<file path="config.mk">
export PLATFORM = sky130hd
export DESIGN_NAME = adder_result_stage
export DESIGN_NICKNAME = d
export VERILOG_FILES = /design/src/rtl/adder_result_stage.sv
export SDC_FILE = /design/constraint.sdc
export NUM_CORES = 1
export LEC_CHECK = 0
export CAP_MARGIN = 0
export CORE_ASPECT_RATIO = 0.7
export CORE_MARGIN = 2
export CORE_UTILIZATION = 40
export CTS_CLUSTER_SIZE = 12
export DETAILED_ROUTE_END_ITERATION = 7
export DONT_BUFFER_PORTS = 1
export RECOVER_POWER = 50
export REMOVE_ABC_BUFFERS = 1
export SETUP_SLACK_MARGIN = 0.15
export SYNTH_ARGS = -nofsm -noshare
export SYNTH_HDL_FRONTEND = slang
export SYNTH_SLANG_ARGS = --single-unit
</file>
<file path="constraint.sdc">
create_clock -name clk -period 1.9 [get_ports clk]
set_input_delay 0.285 -clock clk [delete_from_list [all_inputs] [get_ports clk]]
set_output_delay 0.285 -clock clk [all_outputs]
set_load 0.1 [all_outputs]
</file>
<file path="src/rtl/adder_result_stage.sv">
// Result stage behind a 32-bit adder: derives {N,Z,C,V}, buffers results in a
// 2-entry FIFO, and keeps the chain carry/zero, overflow sticky and op counter.
module adder_result_stage #(
    parameter int DATA_W = 32
) (
    input  logic              clk,
    input  logic              rst_n,
    input  logic              in_valid,
    output logic              in_ready,
    input  logic [DATA_W-1:0] in_a,
    input  logic [DATA_W-1:0] in_b,
    input  logic [DATA_W-1:0] in_sum,
    input  logic              in_cout,
    input  logic              in_z,
    input  logic              in_n,
    input  logic              in_chain,
    output logic              out_valid,
    input  logic              out_ready,
    output logic [DATA_W-1:0] out_sum,
    output logic [3:0]        out_flags,
    output logic              carry_q,
    output logic              ovf_sticky,
    input  logic              clr_sticky,
    output logic [15:0]       op_count
);

    typedef enum logic [1:0] {EMPTY, ONE, FULL} occ_t;

    occ_t occ_q, occ_d;

    logic signed [DATA_W-1:0] a_p0, b_p0, s_p0;
    logic                     v_p0, z_p0;
    logic [3:0]               flags_p0;
    logic                     accept, pop, zc_q;

    logic [DATA_W-1:0] head_sum_p1, tail_sum_p1;
    logic [3:0]        head_flags_p1, tail_flags_p1;

    // Two's-complement overflow: like-signed operands giving an opposite-signed sum.
    function automatic logic ovf_f(input logic signed [DATA_W-1:0] a,
                                   input logic signed [DATA_W-1:0] b,
                                   input logic signed [DATA_W-1:0] s);
        return ((a < 0) == (b < 0)) && ((s < 0) != (a < 0));
    endfunction

    assign in_ready  = (occ_q != FULL);
    assign out_valid = (occ_q != EMPTY);
    assign accept    = in_valid & in_ready;
    assign pop       = out_valid & out_ready;

    // Stage p0: flag derivation from the raw adder outputs
    assign a_p0     = in_a;
    assign b_p0     = in_b;
    assign s_p0     = in_sum;
    assign v_p0     = ovf_f(a_p0, b_p0, s_p0);
    assign z_p0     = in_chain ? (in_z & zc_q) : in_z;
    assign flags_p0 = {in_n, z_p0, in_cout, v_p0};

    always_comb begin
        occ_d = occ_q;
        case (occ_q)
            EMPTY: if (accept) occ_d = ONE;
            ONE: begin
                if (accept && !pop)      occ_d = FULL;
                else if (!accept && pop) occ_d = EMPTY;
            end
            FULL:    if (pop) occ_d = ONE;
            default: occ_d = EMPTY;
        endcase
    end

    always_ff @(posedge clk or negedge rst_n) begin
        if (!rst_n) occ_q <= EMPTY;
        else        occ_q <= occ_d;
    end

    // Stage p1: head always holds the oldest entry so outputs come straight from it
    always_ff @(posedge clk or negedge rst_n) begin
        if (!rst_n) begin
            head_sum_p1   <= '0;
            head_flags_p1 <= '0;
            tail_sum_p1   <= '0;
            tail_flags_p1 <= '0;
        end else begin
            case (occ_q)
                EMPTY: if (accept) begin
                    head_sum_p1   <= in_sum;
                    head_flags_p1 <= flags_p0;
                end
                ONE: begin
                    if (accept && pop) begin
                        head_sum_p1   <= in_sum;
                        head_flags_p1 <= flags_p0;
                    end else if (accept) begin
                        tail_sum_p1   <= in_sum;
                        tail_flags_p1 <= flags_p0;
                    end
                end
                FULL: if (pop) begin
                    head_sum_p1   <= tail_sum_p1;
                    head_flags_p1 <= tail_flags_p1;
                end
                default: ;
            endcase
        end
    end

    assign out_sum   = head_sum_p1;
    assign out_flags = head_flags_p1;

    always_ff @(posedge clk or negedge rst_n) begin
        if (!rst_n) begin
            zc_q       <= 1'b1;
            carry_q    <= 1'b0;
            ovf_sticky <= 1'b0;
            op_count   <= '0;
        end else begin
            if (accept) begin
                zc_q     <= z_p0;
                carry_q  <= in_cout;
                op_count <= op_count + 16'd1;
            end
            // Set outranks clear when both land in the same cycle.
            if (accept && v_p0) ovf_sticky <= 1'b1;
            else if (clr_sticky) ovf_sticky <= 1'b0;
        end
    end

endmodule

</file>
After elaboration in Yosys (flattened, before gate mapping)
Cells that the tools add are included.

Register bits after elaboration: 93. Output and inout port bits: 56. Bits of input ports: 105.

Magnitude comparators: 3. $add $sub $neg: 1. Bitwise logic cells: 4. Equal/unequal tests: 9. Multiplexer cells: 16. Reductions and logical operators: 14.

Operator list (number): 32-bit by 1-bit < comparator with 1-bit output (second input constant) (3); 32-bit 2-to-1 mux (3); 32-bit one-hot mux with 3 select lines (1); 16-bit by 1-bit adder with 16-bit output (second input constant) (1); 4-bit 2-to-1 mux (3); 4-bit one-hot mux with 3 select lines (1); 2-bit 2-to-1 mux (4); 2-bit inequality test (second input constant) (4); 2-bit one-hot mux with 3 select lines (1); 3-bit AND reduction (2); 1-bit logical AND (5); 4-bit AND reduction (1); 2-bit nonzero test (2); 1-bit bitwise AND (3); 1-bit 2-to-1 mux (3); 3-bit inequality test (second input constant) (1); 3-bit nonzero test (1); 2-bit by 1-bit == test with 1-bit output (second input constant) (1); 2-bit == test (second input constant) (1); 1-bit logical NOT (2); 2-bit logical NOT (1); 1-bit == test (1); 1-bit inequality test (1); 1-bit NOT (1).

Logic depth before layout (Yosys ltp)
Word-level depth: 7. Gate-level depth with buffers: 11.

Worst setup path before layout
OpenSTA, ideal clock, no wires.

Path kind: flip-flop to flip-flop. Start point: register occ_q[0]. End point: register tail_sum_p1[10]. Cell stages (with the launch flop): 9. Clock period less this slack: 2.174 ns. Slack: -0.274 ns. Buffers on the path: 3. Required time: 1.775 ns. Library setup time: 0.125 ns. Arrival: 2.049 ns. Path through: dfrtp_1 -> buf_4 -> or2_2 -> nand2_1 -> ha_1 -> nand3b_1 -> buf_2 -> buf_6 -> mux2_2.

Word-level cells in the longest chain between the ends: 5. Elaborated cells on any way between the ends: 8. Those cells by class: 2 x eq/ne; 3 x bitwise; 3 x reduce/logical.

Ends and longest elaborated chain: start, declared (RTL line 29) `occ_t occ_q, occ_d;`; start signal, assigned (RTL line 73) `if (!rst_n) occ_q <= EMPTY;`; start signal, assigned (RTL line 74) `else occ_q <= occ_d;`; 2-bit nonzero test (RTL line 47) `assign out_valid = (occ_q != EMPTY);`; named net out_valid (RTL line 17) `output logic out_valid,`; 1-bit bitwise AND (RTL line 49) `assign pop = out_valid & out_ready;`; 1-bit logical AND (RTL line 91) `if (accept && pop) begin`; 1-bit NOT (no line); 3-bit AND reduction (no line); end signal, assigned (RTL line 95) `tail_sum_p1 <= in_sum;`; end, declared (RTL line 36) `logic [DATA_W-1:0] head_sum_p1, tail_sum_p1;`.

The timed path passes the listed nets, and every way through them passes these cells. A chain may end at the register's enable or synchronous reset.

Worst setup path after layout
Start point: register occ_q[0]. End point: register head_sum_p1[23] (netlist: out_sum[23]).

Word-level cells in the longest chain between the ends: 5. Elaborated cells on any way between the ends: 14. Those cells by class: 6 x eq/ne; 1 x mux; 2 x bitwise; 5 x reduce/logical.

Ends and longest elaborated chain: 2-bit inequality test / 2-bit nonzero test (equally long branches) (RTL line 46, 47); 1-bit bitwise AND (on tied branches) (RTL line 48, 49); 1-bit logical AND (RTL line 91); 2-bit inequality test (no line); 4-bit AND reduction (no line); end signal, assigned (RTL line 87) `head_sum_p1 <= in_sum;`; end signal, assigned (RTL line 92) `head_sum_p1 <= in_sum;`; end signal, assigned (RTL line 100) `head_sum_p1 <= tail_sum_p1;`; end, declared (RTL line 36).

Parallel ways exist; a longest one is shown, timed or not.

==> flow_metrics.py <==
metrics = {
    "finish": {
        "drive_above_1_share": 0.3853,
        "insertedDiodeCount": 0,
        "instances_no_fill": 577,
        "area_delta_synth_final_pct": 37.50,
        "num-nets-final": 554,
        "fin_area_sq_um": 5478,
    },
    "clock_tree": {
        "clock_latency_ns": 0.35,
        "htreeDepth": 3,
        "clockRootBuffer": "clkbuf_16",
        "clockBufferDepth": 2,
        "cts.clk_slew.worst_paths_ns": 0.07,
        "numCtsBuffers": 9,
        "clock_sinks": 93,
        "tritoncts": "yes",
    },
    "place": {
        "placed_area_sq_um": 4551,
        "place_inst": 541,
        "portBuffers": 0,
        "place_congestion": 0.7004,
        "hpwl_mm": 5.885,
    },
    "setup_path": {
        "path_max_fanout": 6,
        "worst_ep_required_time_ns": 2.12,
        "setup.worst_path.end": "out_sum[23]",
        "cp-start-kind": "register",
        "reg2reg_depth": 11,
        "path_class": "reg -> reg",
        "r2r_end": "out_sum[23]",
        "crit_start": "occ_q[0]",
        "arrival_ns": 2.18,
        "crit_path_end_kind": "register",
        "r2r_start": "occ_q[0]",
        "rrSetupSlack_ns": -0.05,
    },
    "run_status": {
        "outcome": "complete, but fails checks",
        "violations": "negative hold slack, negative setup slack",
    },
    "die": {
        "fp.dieW_microns": 123.3,
        "die_h_microns": 87.50,
        "die_area_sq_um": 10790,
        "initial_core_util": 0.4114,
        "io_pins": 161,
        "coreArea_sq_um": 9684,
        "rows": 30,
    },
    "sta": {
        "setup_violations": 16,
        "grt_setup_unrepaired": "true",
        "finClkSkew_ns": 0.009186,
        "period_needed_ns": 1.953,
        "worst_slack_ns": -0.05266,
        "hold-worst-slack_ns": -0.3631,
        "fmax_mhz": 512.1,
        "worst_pin_slew_ns": 0.7169,
        "finalHoldViolCount": 93,
        "fin_crit_sh": 1.028,
        "maxSlewViolCount": 0,
        "slew_headroom": 0.5221,
    },
    "run": {
        "max_cap_violations": 0,
    },
    "yosys": {
        "ys_warn_count": 0,
        "yosysUniqueCellTypes": 31,
        "syn_area_sq_um": 3984,
        "avgSynthCellArea_sq_um": 10.88,
        "synth-seq-cells": 93,
        "ys_seq_area_frac": 0.5845,
        "synthCells": 366,
    },
    "global_routing": {
        "grtUsageTotal": 0.1935,
        "grt_pass1_vias": 3020,
        "antenna_found_initial": 0,
        "grt_pass1_wl_mm": 15.70,
        "grt_start_max_net_pins": 94,
        "grt_overflow_total": 0,
    },
    "route": {
        "route.detailed.drc": 0,
        "first_iter_violations": 197,
        "wl_per_cell_microns": 17.68,
        "viasPerCell": 5.158,
        "routed_wl_mm": 10.20,
        "first_pass_iters": 4,
        "ant_nets": 0,
        "via_count": 2976,
    },
    "worst_hold_path": {
        "hold_path_class": "in -> async",
    },
}
==> placed cells by master, fill, tap and decap left out, types with 5 or more instances in the layout <==
| cell | n |
|---|---|
| and3_1 | 5 |
| mux2_2 | 17 |
| a31oi_1 | 33 |
| nand2_1 | 79 |
| xnor2_1 | 14 |
| nor2_1 | 23 |
| nor2_4 | 5 |
| buf_12 | 5 |
| mux2_4 | 19 |
| nor2_2 | 10 |
| nand3_1 | 6 |
| buf_4 | 70 |
| buf_6 | 7 |
| dfrtp_1 | 92 |
| clkbuf_16 | 11 |
==> critical path: stages, from the launching register on <==
cell	delay, ns
dfrtp_1	0.43
or2_4	0.29
nand2_4	0.07
inv_2	0.04
ha_4	0.14
mux2i_1	0.15
buf_4	0.17
o21ai_4	0.09
buf_6	0.15
buf_12	0.14
nor2_4	0.10
a31oi_4	0.04
==> cells in the mapped netlist (all sizes together) <==
| library cell | count | share of area |
|---|---|---|
| o21ai | 6 | 0.0085 |
| mux2 | 36 | 0.10 |
| and2 | 1 | 0.0016 |
| inv | 5 | 0.0047 |
| nor3 | 1 | 0.0041 |
| xnor2 | 14 | 0.031 |
| nor2 | 38 | 0.036 |
| nand3b | 3 | 0.0057 |
| buf | 20 | 0.030 |
| dfrtp | 92 | 0.58 |
| and3 | 5 | 0.0079 |
| nand2 | 82 | 0.077 |
| nor3b | 1 | 0.0031 |
| clkbuf | 1 | 0.00094 |
| or2 | 1 | 0.0016 |
| o22ai | 2 | 0.0031 |
| nor2b | 1 | 0.0035 |
| o21a | 1 | 0.0019 |
| nand3 | 6 | 0.0075 |
| a31oi | 34 | 0.053 |
| a211oi | 1 | 0.0019 |
| o211ai | 1 | 0.0019 |
| mux2i | 2 | 0.0050 |
| ha | 4 | 0.013 |
| a21oi | 2 | 0.0025 |
| dfstp | 1 | 0.0066 |
| nand4 | 4 | 0.0063 |
| xor2 | 1 | 0.0022 |
==> state kept, by name (all words and copies together), names as in the netlist <==
signal,flops
carry_q,1
occ_q,2
op_count,16
out_flags,4
out_sum,32
ovf_sticky,1
tail_flags_p1,4
tail_sum_p1,32
zc_q,1
==> final cells by class <==
| type | count | area [sq um] |
|---|---|---|
| inverter | 5 | 23.77 |
| clock inverter | 4 | 95.09 |
| sequential | 93 | 2328 |
| clock buffer | 11 | 252.7 |
| fill | 810 | 4207 |
| timing repair buffer | 89 | 879.6 |
| multi-input combinational | 247 | 1738 |
| tap | 128 | 160.2 |
==> per-stage QoR <==
step,setup TNS (ns),setup slack (ns),util
after floorplan,-172.89,-2.573,-
after global placement,0,0.03392,0.4699
after detailed placement,-0.4857,-0.06279,0.4699
after CTS,-0.01031,-0.004372,0.5398
after global routing,-3.376,-0.1033,0.5656
final,-0.3971,-0.05266,0.5656
==> logic make-up after synthesis <==
family	count (synthesis)	share of synthesized area
buffers and inverters	26	0.03580
adders and majority gates	4	0.01256
xor gates and xnor gates	15	0.03298
AOI/OAI and AO/OA	47	0.07318
DFF	93	0.5845
and+or+nand+nor	143	0.1542
muxes	38	0.1068
==> what timing repair did <==
action                     CTS  global route
gates cloned                 4             2
hold endpoints to repair    93            93
resized for setup           44            38
setup endpoints to repair   74            85
setup buffers                6             9
pin swaps                    2             6
==> how the worst min path moves through the flow <==
stage,start,endpoint,slack [ns],depth (start not counted)
6_report,rst_n,out_sum[23],-0.36,0
5_1_grt,rst_n,tail_sum_p1[22],-0.39,0
4_1_cts,rst_n,out_sum[27],-0.38,0
3_5_place_dp,rst_n,out_sum[9],-0.008,0
3_3_place_gp,rst_n,out_sum[21],-0.009,0
2_1_floorplan,rst_n,carry_q,-0.01,0
==> routing by layer <==
layer / track usage / up-vias / part of all wire
met5: 0 / - / 0
met4: 0.06405 / 0 / 0.012
met3: 0.08050 / 13 / 0.091
met2: 0.2852 / 111 / 0.46
met1: 0.2581 / 1451 / 0.44
li1: - / 1401 / -
Power is not shown: default switching activity piles up to over one toggle a cycle in this logic, so the estimate is an artifact.
